--- config.mk ---
export PLATFORM = sky130hd
export DESIGN_NAME = ctrl_sequencer
export DESIGN_NICKNAME = d
export VERILOG_FILES = /design/src/rtl/ctrl_pkg.sv /design/src/rtl/imm_extend.sv /design/src/rtl/ctrl_sequencer.sv
export SDC_FILE = /design/constraint.sdc
export NUM_CORES = 1
export LEC_CHECK = 0
export BUFFER_PORTS_ARGS = -buffer_cell sky130_fd_sc_hd__buf_2
export CAP_MARGIN = 40
export CORE_AREA = 4 4 74 76
export DETAILED_ROUTE_END_ITERATION = 10
export DIE_AREA = 0 0 78 80
export PLACE_DENSITY_LB_ADDON = 0.2
export SETUP_SLACK_MARGIN = 0.5
export SYNTH_ARGS = -nofsm -noshare
export SYNTH_HDL_FRONTEND = slang
export SYNTH_SLANG_ARGS = --single-unit
--- constraint.sdc ---
create_clock -name clk -period 5.8 [get_ports clk]
set_clock_uncertainty 0.2 [all_clocks]
set_input_delay 1.16 -clock clk [delete_from_list [all_inputs] [get_ports clk]]
set_output_delay 1.16 -clock clk [all_outputs]
set_load 0.02 [all_outputs]
--- src/rtl/ctrl_pkg.sv ---
`default_nettype none
// ============================================================================
// Module      : ctrl_pkg
// Description : Shared encodings for the LEGv8 control sequencer: states,
//               ALU function codes, PC-select codes, opcodes, decode classes
//               and control-word field offsets.
// Revision    : 1.0  initial release
// ============================================================================
package ctrl_pkg;

    typedef enum logic [1:0] {
        S_FETCH   = 2'b00,
        S_EXEC0   = 2'b01,
        S_MEMWAIT = 2'b10,
        S_HALT    = 2'b11
    } state_e;

    typedef enum logic [3:0] {
        CLS_ILL, CLS_ALU_R, CLS_SHIFT, CLS_ALU_I, CLS_LDUR,
        CLS_STUR, CLS_B, CLS_CB, CLS_BCOND
    } cls_e;

    typedef enum logic [2:0] {
        FMT_NONE, FMT_SHAMT, FMT_IMM12, FMT_ADDR9, FMT_IMM26, FMT_IMM19
    } fmt_e;

    localparam logic [4:0] c_fsel_and   = 5'h00;
    localparam logic [4:0] c_fsel_or    = 5'h04;
    localparam logic [4:0] c_fsel_add   = 5'h08;
    localparam logic [4:0] c_fsel_sub   = 5'h09;
    localparam logic [4:0] c_fsel_xor   = 5'h0C;
    localparam logic [4:0] c_fsel_shr   = 5'h10;
    localparam logic [4:0] c_fsel_shl   = 5'h14;
    localparam logic [4:0] c_fsel_passb = 5'h1C;

    localparam logic [1:0] c_psel_hold   = 2'b00;
    localparam logic [1:0] c_psel_pc4    = 2'b01;
    localparam logic [1:0] c_psel_branch = 2'b10;

    localparam logic [10:0] c_op_add   = 11'h458;
    localparam logic [10:0] c_op_sub   = 11'h658;
    localparam logic [10:0] c_op_and   = 11'h450;
    localparam logic [10:0] c_op_orr   = 11'h550;
    localparam logic [10:0] c_op_eor   = 11'h650;
    localparam logic [10:0] c_op_lsl   = 11'h69B;
    localparam logic [10:0] c_op_lsr   = 11'h69A;
    localparam logic [10:0] c_op_ldur  = 11'h7C2;
    localparam logic [10:0] c_op_stur  = 11'h7C0;
    localparam logic [9:0]  c_op_addi  = 10'h244;
    localparam logic [9:0]  c_op_subi  = 10'h344;
    localparam logic [7:0]  c_op_cbz   = 8'hB4;
    localparam logic [7:0]  c_op_cbnz  = 8'hB5;
    localparam logic [7:0]  c_op_bcond = 8'h54;
    localparam logic [5:0]  c_op_b     = 6'h05;

    // Single-bit fields sit below Fsel; register fields stack above it.
    localparam int c_cw_il    = 0;
    localparam int c_cw_sl    = 1;
    localparam int c_cw_pcsel = 2;
    localparam int c_cw_bsel  = 3;
    localparam int c_cw_en_pc = 4;
    localparam int c_cw_en_b  = 5;
    localparam int c_cw_en_alu = 6;
    localparam int c_cw_en_mem = 7;
    localparam int c_cw_ramw  = 8;
    localparam int c_cw_regw  = 9;
    localparam int c_cw_fsel  = 10;
    localparam int c_cw_sb    = 15;

    function automatic int cw_sa_lsb(input int aw);
        return c_cw_sb + aw;
    endfunction

    function automatic int cw_da_lsb(input int aw);
        return c_cw_sb + 2 * aw;
    endfunction

    function automatic int cw_psel_lsb(input int aw);
        return c_cw_sb + 3 * aw;
    endfunction

    // flags are {V,C,N,Z}; codes 14/15 are not taken.
    function automatic logic cond_holds(input logic [3:0] cond, input logic [3:0] flags);
        logic v, c, n, z;
        {v, c, n, z} = flags;
        case (cond)
            4'h0:    return z;
            4'h1:    return !z;
            4'h2:    return c;
            4'h3:    return !c;
            4'h4:    return n;
            4'h5:    return !n;
            4'h6:    return v;
            4'h7:    return !v;
            4'h8:    return c && !z;
            4'h9:    return !(c && !z);
            4'hA:    return n == v;
            4'hB:    return n != v;
            4'hC:    return !z && (n == v);
            4'hD:    return !(!z && (n == v));
            default: return 1'b0;
        endcase
    endfunction

endpackage
`default_nettype wire

--- src/rtl/imm_extend.sv ---
`default_nettype none
// ============================================================================
// Module      : imm_extend
// Description : Selects the immediate field of an instruction by format and
//               zero/sign-extends it to DATA_W.
// Revision    : 1.0  initial release
// ============================================================================
module imm_extend
    import ctrl_pkg::*;
#(
    parameter int DATA_W = 64
) (
    input  logic [31:0]       i_instruction,
    input  logic [2:0]        i_fmt,
    output logic [DATA_W-1:0] o_k
);

    always_comb begin
        o_k = '0;
        case (i_fmt)
            FMT_SHAMT: o_k = DATA_W'(i_instruction[15:10]);
            FMT_IMM12: o_k = DATA_W'(i_instruction[21:10]);
            FMT_ADDR9: o_k = {{(DATA_W-9){i_instruction[20]}}, i_instruction[20:12]};
            FMT_IMM26: o_k = {{(DATA_W-26){i_instruction[25]}}, i_instruction[25:0]};
            FMT_IMM19: o_k = {{(DATA_W-19){i_instruction[23]}}, i_instruction[23:5]};
            default:   o_k = '0;
        endcase
    end

endmodule
`default_nettype wire

--- src/rtl/ctrl_sequencer.sv ---
`default_nettype none
// ============================================================================
// Module      : ctrl_sequencer
// Description : Multi-cycle LEGv8 control sequencer with memory-ready
//               timeout and sticky halt. Define CTRL_BCOND_EN to decode B.cond.
// Revision    : 1.0  initial release
// ============================================================================
module ctrl_sequencer
    import ctrl_pkg::*;
#(
    parameter int DATA_W      = 64,
    parameter int REG_AW      = 5,
    parameter int MEM_TIMEOUT = 15
) (
    input  logic                  clk,
    input  logic                  rst_n,
    input  logic [31:0]           instruction,
    input  logic [3:0]            status,
    input  logic                  mem_ready,
    output logic [3*REG_AW+16:0]  controlword,
    output logic [DATA_W-1:0]     K,
    output logic [1:0]            state,
    output logic                  bus_err,
    output logic                  halted
);

`ifdef CTRL_BCOND_EN
    localparam bit c_bcond_en = 1'b1;
`else
    localparam bit c_bcond_en = 1'b0;
`endif

    localparam int c_cnt_w    = $clog2(MEM_TIMEOUT + 1);
    localparam int c_sa_lsb   = cw_sa_lsb(REG_AW);
    localparam int c_da_lsb   = cw_da_lsb(REG_AW);
    localparam int c_psel_lsb = cw_psel_lsb(REG_AW);

    state_e               r_state;
    logic [c_cnt_w-1:0]   r_cnt;
    logic                 r_bus_err;
    logic                 r_halted;

    cls_e                 w_cls;
    logic [4:0]           w_fsel;
    logic                 w_sl;
    logic                 w_cond_take;
    fmt_e                 w_fmt;
    logic [3*REG_AW+16:0] w_cw;
    logic [DATA_W-1:0]    w_k;

    assign w_cond_take = cond_holds(instruction[3:0], status);

    always_comb begin
        w_cls  = CLS_ILL;
        w_fsel = c_fsel_and;
        w_sl   = 1'b0;
        case (instruction[31:21])
            c_op_add:  begin w_cls = CLS_ALU_R; w_fsel = c_fsel_add; end
            c_op_sub:  begin w_cls = CLS_ALU_R; w_fsel = c_fsel_sub; w_sl = 1'b1; end
            c_op_and:  begin w_cls = CLS_ALU_R; w_fsel = c_fsel_and; end
            c_op_orr:  begin w_cls = CLS_ALU_R; w_fsel = c_fsel_or;  end
            c_op_eor:  begin w_cls = CLS_ALU_R; w_fsel = c_fsel_xor; end
            c_op_lsl:  begin w_cls = CLS_SHIFT; w_fsel = c_fsel_shl; end
            c_op_lsr:  begin w_cls = CLS_SHIFT; w_fsel = c_fsel_shr; end
            c_op_ldur: begin w_cls = CLS_LDUR;  w_fsel = c_fsel_add; end
            c_op_stur: begin w_cls = CLS_STUR;  w_fsel = c_fsel_add; end
            default: begin
                if (instruction[31:22] == c_op_addi) begin
                    w_cls  = CLS_ALU_I;
                    w_fsel = c_fsel_add;
                end else if (instruction[31:22] == c_op_subi) begin
                    w_cls  = CLS_ALU_I;
                    w_fsel = c_fsel_sub;
                    w_sl   = 1'b1;
                end else if (instruction[31:24] == c_op_cbz ||
                             instruction[31:24] == c_op_cbnz) begin
                    w_cls  = CLS_CB;
                    w_fsel = c_fsel_passb;
                end else if (c_bcond_en && instruction[31:24] == c_op_bcond) begin
                    w_cls  = CLS_BCOND;
                end else if (instruction[31:26] == c_op_b) begin
                    w_cls  = CLS_B;
                end
            end
        endcase
    end

    always_comb begin
        w_cw  = '0;
        w_fmt = FMT_NONE;
        case (r_state)
            S_FETCH: begin
                w_cw[c_cw_il]             = 1'b1;
                w_cw[c_psel_lsb +: 2]     = c_psel_pc4;
            end
            S_EXEC0, S_MEMWAIT: begin
                if (w_cls != CLS_ILL) begin
                    w_cw[c_da_lsb +: REG_AW] = REG_AW'(instruction[4:0]);
                    w_cw[c_sa_lsb +: REG_AW] = REG_AW'(instruction[9:5]);
                    // Stores and compare-branches read the Rt register on the B port.
                    if (w_cls == CLS_STUR || w_cls == CLS_CB)
                        w_cw[c_cw_sb +: REG_AW] = REG_AW'(instruction[4:0]);
                    else
                        w_cw[c_cw_sb +: REG_AW] = REG_AW'(instruction[20:16]);
                    w_cw[c_cw_fsel +: 5] = w_fsel;
                    w_cw[c_cw_sl]        = w_sl;
                end
                case (w_cls)
                    CLS_ALU_R: begin
                        w_cw[c_cw_en_alu] = 1'b1;
                        w_cw[c_cw_regw]   = 1'b1;
                        w_fmt             = FMT_SHAMT;
                    end
                    CLS_SHIFT: begin
                        w_cw[c_cw_en_alu] = 1'b1;
                        w_cw[c_cw_regw]   = 1'b1;
                        w_cw[c_cw_bsel]   = 1'b1;
                        w_fmt             = FMT_SHAMT;
                    end
                    CLS_ALU_I: begin
                        w_cw[c_cw_en_alu] = 1'b1;
                        w_cw[c_cw_regw]   = 1'b1;
                        w_cw[c_cw_bsel]   = 1'b1;
                        w_fmt             = FMT_IMM12;
                    end
                    CLS_LDUR: begin
                        w_cw[c_cw_bsel]    = 1'b1;
                        w_cw[c_cw_en_mem]  = 1'b1;
                        w_cw[c_cw_regw]    = mem_ready;
                        w_fmt              = FMT_ADDR9;
                    end
                    CLS_STUR: begin
                        w_cw[c_cw_bsel]    = 1'b1;
                        w_cw[c_cw_en_mem]  = 1'b1;
                        w_cw[c_cw_ramw]    = 1'b1;
                        w_fmt              = FMT_ADDR9;
                    end
                    CLS_B: begin
                        w_cw[c_psel_lsb +: 2] = c_psel_branch;
                        w_fmt                 = FMT_IMM26;
                    end
                    CLS_CB: begin
                        if (status[0] ^ instruction[24])
                            w_cw[c_psel_lsb +: 2] = c_psel_branch;
                        w_fmt = FMT_IMM19;
                    end
                    CLS_BCOND: begin
                        if (w_cond_take)
                            w_cw[c_psel_lsb +: 2] = c_psel_branch;
                        w_fmt = FMT_IMM19;
                    end
                    default: ;
                endcase
            end
            default: ;
        endcase
    end

    imm_extend #(
        .DATA_W (DATA_W)
    ) u_imm_extend (
        .i_instruction (instruction),
        .i_fmt         (w_fmt),
        .o_k           (w_k)
    );

    always_ff @(posedge clk or negedge rst_n) begin
        if (!rst_n) begin
            r_state   <= S_FETCH;
            r_cnt     <= '0;
            r_bus_err <= 1'b0;
            r_halted  <= 1'b0;
        end else begin
            r_bus_err <= 1'b0;
            case (r_state)
                S_FETCH: r_state <= S_EXEC0;
                S_EXEC0: begin
                    r_cnt <= '0;
                    if (w_cls == CLS_ILL) begin
                        r_state  <= S_HALT;
                        r_halted <= 1'b1;
                    end else if ((w_cls == CLS_LDUR || w_cls == CLS_STUR) && !mem_ready) begin
                        r_state <= S_MEMWAIT;
                    end else begin
                        r_state <= S_FETCH;
                    end
                end
                S_MEMWAIT: begin
                    // A ready arriving on the last allowed cycle still completes.
                    if (mem_ready) begin
                        r_state <= S_FETCH;
                        r_cnt   <= '0;
                    end else if (r_cnt == c_cnt_w'(MEM_TIMEOUT - 1)) begin
                        r_state   <= S_HALT;
                        r_halted  <= 1'b1;
                        r_bus_err <= 1'b1;
                        r_cnt     <= '0;
                    end else begin
                        r_cnt <= r_cnt + 1'b1;
                    end
                end
                default: r_state <= S_HALT;
            endcase
        end
    end

    assign controlword = rst_n ? w_cw : '0;
    assign K           = rst_n ? w_k  : '0;
    assign state       = r_state;
    assign bus_err     = r_bus_err;
    assign halted      = r_halted;

endmodule
`default_nettype wire
==> results.ini <==
[synth]
seq_area_frac_synth = 0.0978
synth.area.top_cells = buf_4 16%, dfrtp_1 9.8%, and2_1 5.8%
synthFlopType = dfrtp_1
synth.avg_cell_area_um2 = 7.50
synth_edf_count = 0
ys_warn_count = 0
synth_top_area_cell = buf_4
ys_types = 59
synth-seq-cells = 8
synthArstFlopShare = 1.00
syn_inst = 273
synthTopCellsByCount = 44 x buf_4, 31 x nand2_1, 25 x nor2_1, 19 x and2_1, 11 x o21ai_0
yosysMostFrequentCell = buf_4
synth_top_area_share = 0.161
mappedNetlistArea_um2 = 2050

[setup_path]
endpoint_kind = output pin
setup.worst_path.class = input port to output pin
arrival_ns = 3.88
path_max_fanout = 19
critPathRequiredTime_ns = 4.44
cp-start-kind = input port

[detailed_routing]
drt-wirelength-per-cell_um = 14.7
avgViaCountPerCell = 5.26
remaining_drc_errors = 0
ant_nets = 0
dr.pass1.iters = 4
first_iter_violations = 126
vias = 2235
wirelength_um = 6250

[cts]
insertion_delay_ns = 0.24
cts_setup_buffers = 0
cts_resized = 0
hold_buffers = 0
clkSinkCount = 8
clk_pin_slew_ns = 0.05
cts_max_path_buffers = 2
cts_buffers = 3
htree_levels = 1
cts_tree = built
clockRootBuffer = clkbuf_8

[timing]
hold_viol = 0
fmax_mhz = 191
finalSetupViolCount = 0
fin_crit_sh = 0.904
rsz0062_at_grt = yes
relSlewSlack = 0.277
setup_slack_ns = 0.558
whs_ns = 0.294
min_period_ns = 5.24
tightest_slew_ns = 1.08
timing.setup.tns_ns = 0
slew_violations = 0

[placement]
finalWeightedCongestion = 0.888
dp_slack_ns = 0.560
dpl_cell_area_um2 = 2410
io_buffer_count = 131
dp_hpwl_um = 4760

[power]
p_total_mw = 0.342
power.leakage_nw = 1.26
irDropWorstVdd_v = 0.000138
p_per_area_nw_per_um2 = 139
p_int_mw = 0.175
power_frac_clock = 0.202
power_switching_mw = 0.167
power_frac_seq = 0.228
combPwrFrac = 0.570
p_sw_frac = 0.489

[cells_and_area]
fin_nets = 405
num_antenna_cells = 0
area_growth_pct = 20.4
drive_gt1_frac = 0.492
fillers = 488
fin_area_um2 = 2460

[outcome]
status = complete, no violations

[floorplan]
fp.dieW_um = 78
dieArea_um2 = 6240
num_rows = 25
core_area_um2 = 4720
initial_core_util = 0.433
die_height_um = 80
ioPinCount = 139

[global_route]
antenna_found_initial = 0
grt.total_usage = 0.187
grt_overflow_total = 0
grt_pass1_wl_um = 9710
grt_max_degree = 40
grt_pass1_vias = 1987

[flow_run]
maxCapViolCount = 0

[worst_hold_path]
hold_class = flip-flop to flip-flop

==> layer usage <==
metal / up-vias / routed length (um) / global-route usage
met5: - / 0 / 0
met4: 0 / 44 / 0.0315
met3: 7 / 587 / 0.0429
met2: 120 / 2930 / 0.309
met1: 1013 / 2690 / 0.252
li1: 1095 / - / -
==> cells in the final DEF (no fill, tap or decap), types with 4 or more instances in the layout <==
cell / count
a21oi_1: 7
a21oi_2: 10
a221oi_1: 9
a221oi_2: 5
a31oi_2: 4
and2_1: 19
buf_2: 131
buf_4: 5
conb_1: 4
dfrtp_1: 8
ha_1: 6
inv_1: 6
mux2i_1: 7
nand2_1: 31
nand3_1: 7
nor2_1: 25
nor3_1: 5
o21ai_0: 11
o21ai_2: 6
==> path summary, 6_finish.rpt <==
check | from | endpoint | slack [ns] | depth (start not counted)
worst max-delay path | instruction[24] | K[46] | 0.56 | 8
worst min-delay path | halted | halted | 0.29 | 1
worst max register to register | state[1] | r_cnt[3] | 3.97 | 6
worst min register to register | halted | halted | 0.29 | 1
max in group asynchronous | rst_n | r_cnt[3] | 4.61 | 1
min in group asynchronous | rst_n | halted | 0.58 | 1
==> critical path, stage by stage <==
cell	delay, ns
buf_2	0.15
or2_1	0.25
or4_4	0.58
nor2_4	0.24
and2_1	0.37
a21oi_1	0.30
a21oi_2	0.56
buf_2	0.27
==> cell families after synthesis <==
group	synth area share
AND/OR/NAND/NOR	0.320
AO/OA/AOI/OAI	0.275
buffers and inverters	0.226
flip-flops	0.0978
multiplexers	0.0342
adder cells (fa/ha/maj)	0.0367
XOR/XNOR	0.00856
other	0.00183
==> sequential cells by signal, indices dropped and copies added (netlist names) <==
register and cells:
r_cnt 4, state 2, bus_err 1, halted 1
==> power groups by stage <==
stage	clock network, mW	registers, mW	logic [mW]
floorplan	0	0.0865	0.126
global route	0.0739	0.0808	0.219
CTS	0.0709	0.0784	0.194
global placement	0	0.0786	0.192
finish	0.0690	0.0781	0.195
detailed placement	0	0.0791	0.193
==> per-stage QoR <==
step	instances	utilization
finish	425	0.522
global route	425	0.522
CTS	424	0.519
detailed placement	421	0.510
global placement	421	0.510
floorplan	276	-
==> final cells by class <==
type	instances	area [um2]	share of cell area
multi-input cells	205	1420	0.578
repair buffers	136	693	0.281
inverters	6	22.5	0.00914
clock buffers	3	41.3	0.0168
flip-flops and latches	8	200	0.0812
well taps	67	83.8	0.0340
(Power assumes the default switching activity.)
